===== config.mk =====
export PLATFORM = sky130hd
export DESIGN_NAME = row_col_dec
export DESIGN_NICKNAME = d
export VERILOG_FILES = /design/src/rtl/row_col_dec.sv
export SDC_FILE = /design/constraint.sdc
export NUM_CORES = 1
export LEC_CHECK = 0
export CORE_AREA = 2 2 97 99
export CTS_CLUSTER_SIZE = 24
export DETAILED_ROUTE_END_ITERATION = 7
export DIE_AREA = 0 0 99 101
export GPL_TIMING_DRIVEN = 0
export PLACE_DENSITY = 0.85
export REMOVE_ABC_BUFFERS = 1
export SYNTH_ARGS = -nofsm -noshare
export SYNTH_HDL_FRONTEND = slang
export SYNTH_SLANG_ARGS = --single-unit
export TNS_END_PERCENT = 100

===== constraint.sdc =====
create_clock -name clk -period 6.45 [get_ports clk]
set_input_delay 1.29 -clock clk [delete_from_list [all_inputs] [get_ports clk]]
set_output_delay 1.29 -clock clk [all_outputs]
set_load 0.01 [all_outputs]

===== src/rtl/row_col_dec.sv =====
`default_nettype none
// ============================================================================
// Module   : row_col_dec
// Purpose  : Thermometer-to-binary decoder for a 16x16 DCO capacitor bank.
//            Recovers the 8-bit tuning word from the r_all/row/col bus, flags
//            and counts illegal codes, and reports when the applied word has
//            been stable for SETTLE_CYCLES legal samples.
// Ports    : clk, rst_n (sync, active low), en (pipeline advance),
//            r_all/row/col (bank control bus), clr_err (error clear),
//            word/word_vld (decoded word), code_err (sticky illegal flag),
//            err_cnt (saturating illegal count), settled (stability flag)
// Revision : 1.0 - initial release
// ============================================================================
module row_col_dec #(
    parameter int SETTLE_CYCLES = 4,
    parameter int ERR_CNT_W     = 8
) (
    input  logic                 clk,
    input  logic                 rst_n,
    input  logic                 en,
    input  logic [15:0]          r_all,
    input  logic [15:0]          row,
    input  logic [15:0]          col,
    input  logic                 clr_err,
    output logic [7:0]           word,
    output logic                 word_vld,
    output logic                 code_err,
    output logic [ERR_CNT_W-1:0] err_cnt,
    output logic                 settled
);

    localparam logic [7:0]           SETTLE  = 8'(SETTLE_CYCLES);
    localparam logic [ERR_CNT_W-1:0] ERR_MAX = '1;
    localparam logic [ERR_CNT_W-1:0] ERR_ONE = ERR_CNT_W'(1);

    // Stage 1 registers
    logic [15:0] s1_r_all;
    logic [15:0] s1_row;
    logic [15:0] s1_col;
    logic        s1_vld;

    // Stage 2 decode
    logic [4:0]  r_pop;
    logic [4:0]  c_pop;
    logic [4:0]  c_pop_m1;
    logic        r_ok;
    logic        row_ok;
    logic        col_ok;
    logic        legal;
    logic [7:0]  dec;
    logic [7:0]  stab_cnt;
    logic [7:0]  stab_nxt;
    logic        sample;

    always_comb begin
        r_pop = 5'd0;
        c_pop = 5'd0;
        for (int i = 0; i < 16; i++) begin
            r_pop = r_pop + {4'd0, s1_r_all[i]};
            c_pop = c_pop + {4'd0, s1_col[i]};
        end
        // x & (x+1) == 0 holds exactly for runs of ones starting at bit 0
        // (including zero); the all-ones case wraps and is excluded via R.
        r_ok     = ((s1_r_all & (s1_r_all + 16'd1)) == 16'd0) && (r_pop != 5'd16);
        row_ok   = (s1_row == (16'd1 << r_pop[3:0]));
        col_ok   = (s1_col != 16'd0) && ((s1_col & (s1_col + 16'd1)) == 16'd0);
        legal    = r_ok && row_ok && col_ok;
        c_pop_m1 = c_pop - 5'd1;
        // 16*R + C - 1 with R <= 15 and 1 <= C <= 16 is a plain concatenation
        dec      = {r_pop[3:0], c_pop_m1[3:0]};
    end

    // A fresh value (including the first after reset, since word=0 only
    // matches with stab_cnt=0 which increments to 1 anyway) restarts at 1.
    always_comb begin
        stab_nxt = stab_cnt;
        if (dec != word) begin
            stab_nxt = 8'd1;
        end else if (stab_cnt < SETTLE) begin
            stab_nxt = stab_cnt + 8'd1;
        end
    end

    assign sample = en && s1_vld;

    always_ff @(posedge clk) begin
        if (!rst_n) begin
            s1_r_all <= 16'd0;
            s1_row   <= 16'd0;
            s1_col   <= 16'd0;
            s1_vld   <= 1'b0;
            word     <= 8'd0;
            word_vld <= 1'b0;
            code_err <= 1'b0;
            err_cnt  <= '0;
            settled  <= 1'b0;
            stab_cnt <= 8'd0;
        end else begin
            if (en) begin
                s1_r_all <= r_all;
                s1_row   <= row;
                s1_col   <= col;
                s1_vld   <= 1'b1;
            end else begin
                s1_vld   <= 1'b0;
            end

            word_vld <= 1'b0;
            if (sample) begin
                if (legal) begin
                    word     <= dec;
                    word_vld <= 1'b1;
                    stab_cnt <= stab_nxt;
                    settled  <= (stab_nxt == SETTLE);
                end else begin
                    stab_cnt <= 8'd0;
                    settled  <= 1'b0;
                end
            end

            // A clear coinciding with an illegal sample leaves that one error
            if (sample && !legal) begin
                code_err <= 1'b1;
                if (clr_err) begin
                    err_cnt <= ERR_ONE;
                end else if (err_cnt != ERR_MAX) begin
                    err_cnt <= err_cnt + ERR_ONE;
                end
            end else if (clr_err) begin
                code_err <= 1'b0;
                err_cnt  <= '0;
            end
        end
    end

endmodule
`default_nettype wire


# ---- After elaboration in Yosys (flattened, before gate mapping)
# Cells that the tools add are included.
dict set report op_classes {
  n_addsub 35
  mul 0
  n_div 0
  n_lt_le_gt_ge 1
  eq_ne 5
  shift 1
  muxes 12
  bitwise_logic 2
  reduce_logical 15
}
# op n
set ops {}
lappend ops {{$mux W8} 7}
lappend ops {{$add A5 B1 Y5} 11}
lappend ops {{$add A4 B1 Y4} 12}
lappend ops {{$add A16 B1 Y16 const B} 2}
lappend ops {{$and A16 B16 Y16} 2}
lappend ops {{$logic_not A16 Y1} 2}
lappend ops {{$add A8 B1 Y8 const B} 2}
lappend ops {{$eq A16 B16 Y1} 1}
lappend ops {{$reduce_bool A16 Y1} 1}
lappend ops {{$shl A1 B4 Y16 const A} 1}
lappend ops {{$add A3 B1 Y4} 2}
lappend ops {{$eq A8 B3 Y1 const B} 1}
lappend ops {{$lt A8 B3 Y1 const B} 1}
lappend ops {{$ne A8 B8 Y1} 1}
lappend ops {{$ne A8 B8 Y1 const B} 1}
lappend ops {{$add A2 B1 Y3} 2}
lappend ops {{$logic_and A1 B1 Y1} 6}
lappend ops {{$reduce_and A2 Y1} 3}
lappend ops {{$add A4 B1 Y5} 1}
lappend ops {{$mux W1} 5}
lappend ops {{$ne A5 B5 Y1 const B} 1}
lappend ops {{$add A1 B1 Y2} 2}
lappend ops {{$reduce_bool A2 Y1} 2}
lappend ops {{$sub A4 B1 Y4 const B} 1}
lappend ops {{$logic_not A1 Y1} 1}
dict set report word_totals {
  ff_bits 76
  latchBits 0
  ramBits 0
  romBits 0
  in_bits 52
  word_cells 81
  n_memories 0
}

# ---- Depth between registers and ports, before layout
dict set report depth {
  depth_word 23
  depth_mapped 21
  depth_no_buf 18
}

# ---- Worst setup path after synthesis
# Ideal clock, no wire load.
dict set report synth_timing {
  path_kind {flip-flop to flip-flop}
  start {register s1_r_all[0]}
  end {register stab_cnt[0]}
  t_arrival_ps 5482
  required_time_ps 6391
  path_slack_ps 909
  stages_incl_launch_ff 17
  path_buffers 0
  period_less_slack_ps 5541
  path_cell_list {dfxtp_1 inv_1 fa_1 fa_1 fa_1 fa_1 inv_1 ha_1 fa_1 xor2_1 o21ai_0 nand4_1 or4_1 or4_1 or4b_4 o21ba_1 o221a_2}
}
dict set report synth_between {
  elab_chain_len 20
}
# element line_no
set synth_rtl {}
lappend synth_rtl {{start, declared} 37} ;# logic [15:0] s1_r_all;
lappend synth_rtl {{start signal, assigned} 100} ;# s1_r_all <= r_all;
lappend synth_rtl {{$add A1 B1 Y2} 59} ;# r_pop = r_pop + {4'd0, s1_r_all[i]};
lappend synth_rtl {{$add A2 B1 Y3} 59}
lappend synth_rtl {{$add A3 B1 Y4} 59}
lappend synth_rtl {{$add A4 B1 Y5} 59}
lappend synth_rtl {{$add A5 B1 Y5 (11 in series)} 59}
lappend synth_rtl {{$shl A1 B4 Y16 / $ne A5 B5 Y1 (equally long branches)} {65, 64}}
lappend synth_rtl {{$eq A16 B16 Y1 / $logic_and A1 B1 Y1 (equally long branches)} {65, 64}}
lappend synth_rtl {{$logic_and A1 B1 Y1 (2 in series)} 67} ;# legal = r_ok && row_ok && col_ok;
lappend synth_rtl {{$mux W8 (*)} 110} ;# if (legal) begin
lappend synth_rtl {{end signal, assigned} 113} ;# stab_cnt <= stab_nxt;
lappend synth_rtl {{end, declared} 51} ;# logic [7:0] stab_cnt;
# Every way passes the cells marked *; elsewhere a longest branch is shown, timed or not.
# A chain may end at the register's enable or synchronous reset.

# ---- Worst setup path after layout
dict set report layout_timing {
  start {register s1_r_all[0]}
  end {register word[7]}
}
dict set report layout_between {
  elab_chain_len 20
}
# element line_no
set layout_rtl {}
lappend layout_rtl {{$add A1 B1 Y2} 59}
lappend layout_rtl {{$add A2 B1 Y3} 59}
lappend layout_rtl {{$add A3 B1 Y4} 59}
lappend layout_rtl {{$add A4 B1 Y5} 59}
lappend layout_rtl {{$add A5 B1 Y5 (11 in series)} 59}
lappend layout_rtl {{$shl A1 B4 Y16 / $ne A5 B5 Y1 (equally long branches)} {65, 64}}
lappend layout_rtl {{$eq A16 B16 Y1 / $logic_and A1 B1 Y1 (equally long branches)} {65, 64}}
lappend layout_rtl {{$logic_and A1 B1 Y1 (2 in series)} 67}
lappend layout_rtl {{$reduce_and A2 Y1 (no line)} -}
lappend layout_rtl {{end signal, assigned} 92} ;# word <= 8'd0;
lappend layout_rtl {{end signal, assigned} 111} ;# word <= dec;
lappend layout_rtl {{end, declared} 25} ;# output logic [7:0] word,
# Several ways; a longest one is shown, not always the timed one.

==> flow_summary.yaml <==
clocking:
  cts-root-buf: "clkbuf_8"
  cts_htree_levels: 3
  post_cts_buffers: 0
  cts_tree: "done"
  cts_resized: 3
  cts.path.max_buffers: 2
  cts.sinks: 76
  postCtsHoldBufs: 0
  cts_buffers: 9
  clk_latency_ns: 0.37
  clk_pin_slew_worst_paths_ns: 0.09
flow_run:
  cap_violations: 0
drt:
  wl_per_cell_um: 15.1
  drc: 0
  wl_um: 10600
  ant_nets: 0
  via_per_inst: 5.71
  dr.pass1.iters: 5
  vias: 3993
  drt_iter0_markers: 221
sta:
  finalCritPeriodShare_pct: 95.7
  rsz0062_at_grt: "false"
  final-hold-violation-count: 0
  fmax_mhz: 162
  setup_violations: 0
  final.setup.tns_ns: 0
  final.min_clock_period_ns: 6.17
  slew_headroom_pct: 37.7
  final-max-slew-violation-count: 0
  tightest_slew_ns: 0.927
  skew_ns: 0.0123
global_route:
  grt_pass1_vias: 3999
  grt-ovfl-total: 0
  antenna_found_initial: 0
  grt_pass1_wl_um: 18000
  grt_util_all_layers_pct: 22.1
  grt_max_degree: 50
floorplan:
  start_util_pct: 53.4
  die_x_um: 99
  io_pins: 71
  core_um2: 8980
  die_area_um2: 10000
  num_rows: 35
  die_h_um: 101
finish:
  syn_to_final_growth_pct: 20.3
  fin_cells: 699
  drive_above_1_share_pct: 6.12
  final_nets: 669
  num-fill-cells: 729
  diodes: 0
placement:
  gp_congestion: 0.872
  portBuffers: 70
  hpwl_um: 7900
  dpl.cell_count: 683
setup_path:
  timing.critical_path.from: "s1_r_all[0]$_SDFFE_PN0P_"
  rrSetupSlack_ns: 0.28
  crit_end: "word[7]$_SDFFE_PN0P_"
  r2r-end: "word[7]$_SDFFE_PN0P_"
  rr_worst_depth: 15
  end_kind: "flop"
  start_kind: "flop"
  critPathKind: "reg -> reg"
  cp.arrival_ns: 6.47
  cp_data_required_time_ns: 6.75
  reg2reg_from: "s1_r_all[0]$_SDFFE_PN0P_"
  cp_max_fo: 15
pwr:
  p_comb_share_pct: 43.1
  intPower_uw: 915
  p_switching_uw: 595
  pwr_density_cell_nw_per_um2: 262
  swShare_pct: 39.4
  max-vdd-ir-drop_mv: 0.172
  p_leak_nw: 2.37
  power_frac_clock_pct: 23.0
  finalPower_mw: 1.51
  pwr-share-seq_pct: 33.9
synthesis:
  netlist_instances: 524
  yosysWarningCount: 0
  ys_seq_elements: 76
  ys.flop_type: "dfxtp_1"
  syn_area_um2: 4790
  synth_edf_count: 0
  yosysSeqAreaShare_pct: 31.7
  async_reset_ff_share_pct: 0
  syn_avg_cell_area_um2: 9.15
  ys_types: 64
run_status:
  status: "finished clean"
hold_path:
  hold_path_class: "reg -> reg"
-- worst max-delay path, stage by stage (launching register included) --
cell and delay, ns:
dfxtp_1 0.38, inv_1 0.10, fa_1 0.59, fa_1 0.45
fa_1 0.48, fa_1 0.49, inv_1 0.04, ha_2 0.19
fa_1 0.50, xor2_2 0.60, a2111oi_0 0.20, or4_1 0.56
or4_1 0.51, or4b_4 0.56, nor2_8 0.22, mux2i_1 0.22
-- synth_stat cells, types with 3 or more instances --
cell type,n,area (um^2)
or4_1,4,30.0
fa_1,21,420
nand3_1,9,45.0
buf_2,3,15.0
a41oi_1,4,35.0
ha_1,13,163
nor3b_1,4,30.0
mux2i_1,57,571
nor4_1,5,31.3
xnor2_1,9,78.8
o41ai_1,5,43.8
or4b_2,3,30.0
clkbuf_1,12,45.0
nor3_1,13,65.1
a211oi_1,4,30.0
nand2b_1,6,37.5
nand4_1,15,93.8
nor2b_1,50,313
a21oi_1,13,65.1
buf_1,5,18.8
and3_1,4,25.0
inv_1,51,191
xor2_1,5,43.8
nand4b_1,3,26.3
o21ai_0,11,55.1
dfxtp_1,76,1520
a21o_1,5,37.5
o211a_1,8,80.1
nor2_1,23,86.3
nand2_1,34,128
and2_1,4,25.0
-- per-layer routing --
metal | vias to the layer above | global-route usage [%] | part of all wire, %
met4 | 0 | 9.17 | 2.2
li1 | 1960 | - | -
met1 | 1889 | 26.8 | 42
met2 | 118 | 37.6 | 50
met3 | 26 | 5.55 | 5.7
met5 | - | 0 | 0
-- stage by stage --
step	area, um^2	util (%)	worst slack [ns]	hold slack [ns]
3_3_place_gp	5520	61.5	-0.211	0.446
5_1_grt	5770	64.3	0.00454	0.482
6_report	5770	64.3	0.279	0.462
2_1_floorplan	4680	-	0.422	0.439
4_1_cts	5750	64.0	0.160	0.465
3_5_place_dp	5550	61.8	-0.325	0.451
-- worst min path at each step --
stage               cells past startpoint                startpoint                        to  slack, ns
floorplan                               1  stab_cnt[5]$_SDFFE_PN0P_  stab_cnt[5]$_SDFFE_PN0P_       0.44
global placement                        1  stab_cnt[7]$_SDFFE_PN0P_  stab_cnt[7]$_SDFFE_PN0P_       0.45
detailed placement                      1  stab_cnt[3]$_SDFFE_PN0P_  stab_cnt[3]$_SDFFE_PN0P_       0.45
CTS                                     1  stab_cnt[3]$_SDFFE_PN0P_  stab_cnt[3]$_SDFFE_PN0P_       0.46
global route                            1  stab_cnt[5]$_SDFFE_PN0P_  stab_cnt[5]$_SDFFE_PN0P_       0.48
finish                                  1  stab_cnt[7]$_SDFFE_PN0P_  stab_cnt[7]$_SDFFE_PN0P_       0.46
-- power by group through the flow --
| stage | sequential, mW | clock, mW | combinational [mW] |
|---|---|---|---|
| floorplan | 0.515 | 0 | 0.470 |
| finish | 0.512 | 0.347 | 0.651 |
| CTS | 0.511 | 0.354 | 0.640 |
| global placement | 0.521 | 0 | 0.609 |
| detailed placement | 0.522 | 0 | 0.631 |
| global route | 0.515 | 0.374 | 0.725 |
-- layout by cell type, fill, tap and decap left out, types with 6 or more instances in the layout --
cell type	Yosys	final
dfxtp_1	76	76
clkdlybuf4s50_1	0	68
mux2i_1	57	57
inv_1	51	51
nor2b_1	50	50
nand2_1	34	34
nor2_1	23	23
fa_1	21	21
nand4_1	15	15
nor3_1	13	13
a21oi_1	13	12
ha_1	13	12
o21ai_0	11	11
xnor2_1	9	9
nand3_1	9	9
clkbuf_8	0	9
o211a_1	8	8
nand2b_1	6	6
-- registers in the layout, indices dropped and copies added (netlist names) --
name and count:
stab_cnt 8, err_cnt 8, word 8, code_err 1, word_vld 1, s1_col 16, s1_vld 1, s1_r_all 16
settled 1, s1_row 16
-- cell type report --
class                   count  area, um^2  share of cell area (%)
inverters                  51         191                    3.32
well taps                 111         139                    2.41
flip-flops and latches     76        1520                    26.4
repair buffers             72         731                    12.7
clock inverters             7        58.8                    1.02
clock buffers               9         124                    2.15
multi-input cells         373        3000                    52.1
-- cells by family after synthesis --
kind of cell	Yosys count	share of synthesized area, %
flops	76	31.7
simple gates	189	22.7
compound gates	78	12.3
mux	58	12.1
buf+inv	75	6.39
xor+xnor	14	2.56
fa+ha+maj	34	12.2
Power figures use the tool's default switching activity.
